===== config.mk =====
export PLATFORM = sky130hd
export DESIGN_NAME = seg7_capture
export DESIGN_NICKNAME = d
export VERILOG_FILES = /design/src/rtl/seg7_capture.sv
export SDC_FILE = /design/constraint.sdc
export NUM_CORES = 1
export LEC_CHECK = 0
export BUFFER_PORTS_ARGS = -buffer_cell sky130_fd_sc_hd__buf_4
export CELL_PAD_IN_SITES_DETAIL_PLACEMENT = 1
export CELL_PAD_IN_SITES_GLOBAL_PLACEMENT = 1
export CORE_MARGIN = 10
export CORE_UTILIZATION = 43
export CTS_CLUSTER_SIZE = 30
export DETAILED_ROUTE_END_ITERATION = 8
export PLACE_DENSITY = 0.88
export SLEW_MARGIN = 10
export SYNTH_ARGS = -nofsm -noshare
export SYNTH_HDL_FRONTEND = slang
export SYNTH_SLANG_ARGS = --single-unit
export TNS_END_PERCENT = 100

===== constraint.sdc =====
create_clock -name clk -period 3.9 [get_ports clk]
set_clock_uncertainty 0.2 [all_clocks]
set_input_delay 0.78 -clock clk [delete_from_list [all_inputs] [get_ports clk]]
set_output_delay 0.78 -clock clk [all_outputs]
set_load 0.05 [all_outputs]

===== src/rtl/seg7_capture.sv =====
// Seven-segment bus monitor: decodes a multiplexed active-low segment bus back to digits
// and delivers a full frame with a single-cycle valid pulse.
module seg7_capture #(
   parameter int NUM_DIGITS    = 6,
   parameter int STABLE_CYCLES = 4
) (
   input  logic                    clk,
   input  logic                    rst,
   input  logic [7:0]              seg_in,
   input  logic [NUM_DIGITS-1:0]   dig_sel,
   output logic [4*NUM_DIGITS-1:0] value_out,
   output logic                    frame_valid,
   output logic                    frame_err,
   output logic                    busy
);
   // state  | meaning
   // WAIT   | inputs just changed or dig_sel invalid; looking for a repeat
   // SETTLE | same pattern seen for cnt cycles; counting towards STABLE_CYCLES
   // LOCKED | this dwell already captured; wait for the bus to move on
   typedef enum logic [1:0] {S_WAIT, S_SETTLE, S_LOCKED} state_t;

   localparam int CW = $clog2(STABLE_CYCLES + 1);

   state_t                  state, state_d;
   logic [CW-1:0]           cnt, cnt_d;
   logic [7:0]              prev_seg;
   logic [NUM_DIGITS-1:0]   prev_sel;
   logic [NUM_DIGITS-1:0]   mask, mask_d;
   logic [4*NUM_DIGITS-1:0] stage_val;
   logic [NUM_DIGITS-1:0]   stage_err;
   logic                    same_in, sel_ok, capture, mask_full;
   logic [4:0]              dec;

   function automatic logic [4:0] decode(input logic [6:0] p);
      case (p)
         7'h40:   decode = 5'h00;
         7'h79:   decode = 5'h01;
         7'h24:   decode = 5'h02;
         7'h30:   decode = 5'h03;
         7'h19:   decode = 5'h04;
         7'h12:   decode = 5'h05;
         7'h02:   decode = 5'h06;
         7'h78:   decode = 5'h07;
         7'h00:   decode = 5'h08;
         7'h10:   decode = 5'h09;
         default: decode = 5'h1F;
      endcase
   endfunction

   assign dec       = decode(seg_in[6:0]);
   assign same_in   = (seg_in == prev_seg) && (dig_sel == prev_sel);
   assign sel_ok    = (dig_sel != '0) && ((dig_sel & (dig_sel - 1'b1)) == '0);
   assign mask_full = &mask;

   // cnt holds the number of stable cycles up to the previous cycle, so the
   // capture fires during the STABLE_CYCLES-th cycle of a dwell.
   always_comb begin
      state_d = state;
      cnt_d   = cnt;
      capture = 1'b0;
      case (state)
         S_WAIT: begin
            cnt_d = '0;
            if (sel_ok && same_in) begin
               if (STABLE_CYCLES <= 2) begin
                  capture = 1'b1;
                  state_d = S_LOCKED;
               end else begin
                  state_d = S_SETTLE;
                  cnt_d   = CW'(2);
               end
            end
         end
         S_SETTLE: begin
            if (!sel_ok || !same_in) begin
               state_d = S_WAIT;
               cnt_d   = '0;
            end else if (cnt == CW'(STABLE_CYCLES - 1)) begin
               capture = 1'b1;
               state_d = S_LOCKED;
               cnt_d   = '0;
            end else begin
               cnt_d = cnt + CW'(1);
            end
         end
         S_LOCKED: begin
            if (!same_in) state_d = S_WAIT;
         end
         default: begin
            state_d = S_WAIT;
            cnt_d   = '0;
         end
      endcase
   end

   // Completion clears the mask, but a same-cycle capture still lands in it.
   assign mask_d = (mask_full ? '0 : mask) | (capture ? dig_sel : '0);

   always_ff @(posedge clk) begin
      if (rst) begin
         state       <= S_WAIT;
         cnt         <= '0;
         prev_seg    <= '0;
         prev_sel    <= '0;
         mask        <= '0;
         busy        <= 1'b0;
         stage_val   <= '0;
         stage_err   <= '0;
         value_out   <= '0;
         frame_err   <= 1'b0;
         frame_valid <= 1'b0;
      end else begin
         state       <= state_d;
         cnt         <= cnt_d;
         prev_seg    <= seg_in;
         prev_sel    <= dig_sel;
         mask        <= mask_d;
         busy        <= |mask_d;
         frame_valid <= mask_full;
         if (mask_full) begin
            value_out <= stage_val;
            frame_err <= |stage_err;
         end
         for (int k = 0; k < NUM_DIGITS; k++) begin
            if (capture && dig_sel[k]) begin
               stage_val[4*k +: 4] <= dec[3:0];
               stage_err[k]        <= dec[4];
            end
         end
      end
   end
endmodule

### Yosys cells after proc, flatten, opt, wreduce, memory -nomap -nowiden

Cells that the tools add are included.

| storage, ports and cells | value |
|---|---|
| flip-flop bits (word level) | 82 |
| output and inout port bits | 27 |
| word-level logic and storage cells | 77 |

| operators by class | value |
|---|---|
| $add $sub $neg | 2 |
| eq/ne operators | 17 |
| mux-type cells | 15 |
| bitwise logic cells | 2 |
| reduce and logical (&&, ||, !) cells | 20 |

Operators by type and width:

| operator | number |
|---|---|
| one-hot mux 5 bit (10 select lines) | 1 |
| == test 7 x 5 -> 1 bit, second input constant | 3 |
| == test 7 bit, second input constant | 3 |
| == test 7 x 6 -> 1 bit, second input constant | 2 |
| two-way mux 6 bit | 2 |
| OR reduction 6 bit | 2 |
| two-way mux 2 bit | 5 |
| logical AND 1 bit | 9 |
| one-hot mux 3 bit (3 select lines) | 1 |
| == test 8 bit | 1 |
| == test 7 x 2 -> 1 bit, second input constant | 1 |
| logical NOT 7 bit | 1 |
| AND 6 bit | 1 |
| == test 6 bit | 1 |
| logical NOT 6 bit | 1 |
| two-way mux 3 bit | 2 |
| OR 6 bit | 1 |
| one-hot mux 2 bit (3 select lines) | 1 |
| AND reduction 6 bit | 1 |
| nonzero test 6 bit | 1 |
| subtractor 6 x 1 -> 6 bit, second input constant | 1 |
| != test 2 bit, second input constant | 2 |
| adder 3 x 1 -> 3 bit, second input constant | 1 |
| == test 3 x 2 -> 1 bit, second input constant | 1 |
| other kinds (8) | 11 |

### Depth between registers and ports, before layout

| logic depth | value |
|---|---|
| word-level depth | 11 |
| gate-level depth with buffers | 8 |

### Least setup slack after synthesis

Ideal clock, no wire load.

| timing | value |
|---|---|
| path type | input to register |
| start | input seg_in[0] |
| end | register stage_val[11] |
| setup time | 0.132 ns |
| arrival | 2.649 ns |
| required time | 3.568 ns |
| setup slack | 0.919 ns |
| stages | 8 |
| buffers on the path | 3 |
| cells stage by stage | clkbuf_1 > xnor2_1 > nand4_1 > or4_1 > buf_2 > clkbuf_1 > a2111oi_0 > nor3_1 |

| between the ends | value |
|---|---|
| cells in the longest elaborated chain, start to end | 7 |
| elaborated cells on any way between the ends | 18 |
| those cells by class | 10 x eq/ne; 3 x mux; 5 x reduce/logical |

Ends and longest elaborated chain:

| what | line | RTL |
|---|---|---|
| start: declaration | 9 | `input logic [7:0] seg_in,` |
| == test 8 bit | 51 | `assign same_in = (seg_in == prev_seg) && (dig_sel == prev_sel);` |
| logical AND 1 bit | 51 |  |
| logical NOT 1 bit | - |  |
| logical OR 1 bit | 75 | `if (!sel_ok \|\| !same_in) begin` |
| two-way mux 1 bit | 75 |  |
| two-way mux 1 bit | 61 | `case (state)` |
| logical AND 1 bit | 125 | `if (capture && dig_sel[k]) begin` |
| end signal: indexed assignment | 126 | `stage_val[4*k +: 4] <= dec[3:0];` |
| end: declaration | 29 | `logic [4*NUM_DIGITS-1:0] stage_val;` |

Parallel ways exist; a longest one is shown, timed or not.
A chain may end at the register's enable or synchronous reset.

### Worst setup path in the final report

| timing | value |
|---|---|
| start | input seg_in[4] |
| end | register stage_err[5] |

| between the ends | value |
|---|---|
| cells in the longest elaborated chain, start to end | 7 |
| elaborated cells on any way between the ends | 18 |
| those cells by class | 10 x eq/ne; 3 x mux; 5 x reduce/logical |

Ends and longest elaborated chain:

| what | line | RTL |
|---|---|---|
| == test 8 bit | 51 |  |
| logical AND 1 bit | 51 |  |
| logical NOT 1 bit | - |  |
| logical OR 1 bit | 75 |  |
| two-way mux 1 bit | 75 |  |
| two-way mux 1 bit | 61 |  |
| logical AND 1 bit | 125 |  |
| end signal: indexed assignment | 127 | `stage_err[k] <= dec[4];` |
| end: declaration | 30 | `logic [NUM_DIGITS-1:0] stage_err;` |

Parallel ways exist; a longest one is shown, timed or not.

==> flow_metrics.py <==
metrics = {
    "outcome": {
        "status": "finished, final reports clean",
    },
    "die": {
        "fp-row-count": 33,
        "io_pins": 43,
        "die_h_um": 111,
        "start_util_pct": 44.0,
        "dieArea_um2": 12400,
        "core_area_um2": 8180,
        "die_w_um": 111,
    },
    "global_routing": {
        "gr-total-overflow": 0,
        "track_usage_pct": 16.5,
        "grt_max_degree": 82,
        "grt_pass1_wl_um": 17300,
        "antenna_found_initial": 0,
        "grt_pass1_vias": 3387,
    },
    "logic_synthesis": {
        "yosysWarnings": 0,
        "synth_fp_nets": 449,
        "synth-seq-area-share_pct": 45.6,
        "yosys_most_used_dff": "dfxtp_1",
        "synth_top_area_cell": "dfxtp_1",
        "synth_top_area_share_pct": 45.6,
        "synth_area_per_cell_um2": 8.33,
        "synth.distinct_cells": 46,
        "async_flop_share_pct": 0,
        "yosys-top-cells-area": "dfxtp_1 (46%), a21oi_1 (8.5%), nand2_1 (7.3%)",
        "synth_edf_count": 0,
        "post_synth_instance_area_um2": 3600,
        "ys_ff_latch": 82,
        "synthCells": 432,
    },
    "route": {
        "drt_iter0_drc": 244,
        "dr.pass1.iters": 4,
        "post-route-drc-count": 0,
        "wirelength_um": 10500,
        "drtAntennaViolNets": 0,
        "routed_via_density": 5.84,
        "drt-wirelength-per-cell_um": 18.4,
        "via_count": 3323,
    },
    "pwr": {
        "power_frac_comb_pct": 7.2,
        "p_clk_share_pct": 39.9,
        "p_per_area_nw_per_um2": 384,
        "p_seq_share_pct": 52.9,
        "sw_frac_of_total_pct": 25.3,
        "p_sw_mw": 0.406,
        "p_int_mw": 1.20,
        "p_leak_nw": 1.39,
        "power_mw": 1.60,
        "peakVddDrop_v": 0.000158,
    },
    "cells_and_area": {
        "antenna_cells": 0,
        "layout.nets": 476,
        "final_common_cell": "dfxtp_1",
        "syn_to_final_growth_pct": 16.1,
        "layout_common_cells": "dfxtp_1 (82), nand2_1 (70), a21oi_1 (61)",
        "layoutNonFillerInstCount": 569,
        "drive_above_1_share_pct": 17.5,
        "fillers": 1016,
    },
    "critical_path": {
        "path_buf_inv": 2,
        "arrival_ns": 3.09,
        "end_kind": "flop",
        "critPathKind": "in2reg",
        "crit_fanout": 21,
        "start_kind": "primary input",
        "crit_family": "simple AND/OR/NAND/NOR gates",
        "required_ns": 3.91,
        "cpMostUsedCell": "buf_4",
        "slowest_stage": "or4_1",
        "worstPathCellList": "buf_4, xnor2_1, nand4_1, or4_1, buf_4, o31ai_1, a21oi_1",
        "cp_slowest_stage_delay_ns": 0.90,
    },
    "sta": {
        "grt_setup_unrepaired": "no",
        "setup-tns-final_ns": 0,
        "hold_viol": 0,
        "fmax_ghz": 0.325,
        "slew_headroom_pct": 22.3,
        "tightest_slew_ns": 1.16,
        "fin_crit_sh_pct": 79.0,
        "drv_slew": 0,
        "min_period_ns": 3.08,
        "setup_viol_count_final": 0,
    },
    "placed_design": {
        "dp.cells": 553,
        "place.gp.congestion": 0.867,
        "dp_hpwl_um": 7100,
        "portBuffers": 42,
    },
    "clocking": {
        "cts_tree": "yes",
        "cts_buffers": 9,
        "cts-root-buf": "clkbuf_8",
        "cts-htree-levels": 3,
        "post_cts_resized": 0,
        "postCtsSetupRepairBufs": 0,
        "ctsHoldBuffers": 0,
        "path_clk_slew_ns": 0.08,
        "clkSinkCount": 82,
        "clk_path_buf_depth": 2,
        "clk_latency_ns": 0.37,
    },
    "hold_path": {
        "hold_path.class": "reg2reg",
    },
    "job": {
        "cap_viol_max_count": 0,
    },
}
layout make-up:
class | count | area, µm² | share of cell area, %
Clock buffer | 10 | 138 | 3.30
Inverter | 10 | 37.5 | 0.899
Sequential cell | 82 | 1640 | 39.3
Multi-Input combinational cell | 303 | 1770 | 42.3
Timing Repair Buffer | 53 | 398 | 9.53
Tap cell | 105 | 131 | 3.15
Clock inverter | 6 | 63.8 | 1.53
per-layer routing:
| layer | part of all wire, % | vias up | global-route usage (%) | wire length (µm) |
|---|---|---|---|---|
| met3 | 4.9 | 20 | 3.92 | 513 |
| met5 | 0 | - | 0 | 0 |
| met2 | 49 | 84 | 27.9 | 5080 |
| li1 | - | 1609 | - | - |
| met4 | 2.3 | 0 | 6.51 | 244 |
| met1 | 44 | 1610 | 19.7 | 4630 |
state kept, by name (all words and copies together), names as in the netlist:
| name | cells |
|---|---|
| busy | 1 |
| cnt | 3 |
| frame_err | 1 |
| frame_valid | 1 |
| mask | 6 |
| prev_seg | 8 |
| prev_sel | 6 |
| stage_err | 6 |
| stage_val | 24 |
| state | 2 |
| value_out | 24 |
cell usage after synthesis (4+ instances only):
library cell	instances
clkbuf_1	31
a211oi_1	4
nor2_1	18
nand2_1	70
o21ai_0	12
a2111oi_0	4
inv_1	10
or4_1	4
nand4_1	11
o2111ai_1	4
nand3_1	9
a21oi_1	61
nor2b_1	7
a41oi_1	4
nor3_1	7
nor4_1	8
o211ai_1	9
nand3b_1	4
o31ai_1	16
xnor2_1	14
dfxtp_1	82
logic make-up after synthesis:
logic type,Yosys count,share of synthesized area [%]
fa+ha+maj,2,0.661
buf+inv,47,5.43
flops,82,45.6
compound gates,130,22.8
xor+xnor,15,3.65
simple gates,156,21.8
metrics by stage:
stage	hold WS [ns]	setup WS (ns)	util [%]	area [µm²]
after floorplan	0.228	0.919	-	3600
after global placement	0.246	0.711	48.6	3970
after detailed placement	0.250	0.589	48.6	3970
after CTS	0.260	0.824	51.1	4180
after global routing	0.274	0.664	51.1	4180
final	0.259	0.820	51.1	4180
power groups by stage:
stage / clock network [mW] / registers, mW / logic, mW
6_report: 0.639 / 0.848 / 0.116
5_1_grt: 0.691 / 0.849 / 0.126
4_1_cts: 0.644 / 0.848 / 0.114
3_5_place_dp: 0 / 0.868 / 0.113
3_3_place_gp: 0 / 0.867 / 0.109
2_1_floorplan: 0 / 0.867 / 0.0755
worst paths after layout:
check | startpoint | to | slack (ns) | cells past startpoint
setup / recovery | seg_in[4] | stage_err[5]$_SDFFE_PP0P_ | 0.82 | 7
hold / removal | stage_val[17]$_SDFFE_PP0P_ | value_out[17]$_SDFFE_PP0P_ | 0.26 | 2
setup reg to reg | prev_seg[4]$_SDFF_PP0_ | stage_err[5]$_SDFFE_PP0P_ | 1.09 | 6
hold reg to reg | stage_val[17]$_SDFFE_PP0P_ | value_out[17]$_SDFFE_PP0P_ | 0.26 | 2
worst reg2reg max path: stages, from the launching register on:
cell	delay [ns]
dfxtp_1	0.32
xnor2_1	0.22
nand4_1	0.28
or4_1	0.90
buf_4	0.34
o31ai_1	0.28
a21oi_1	0.11
(Power assumes the default switching activity.)
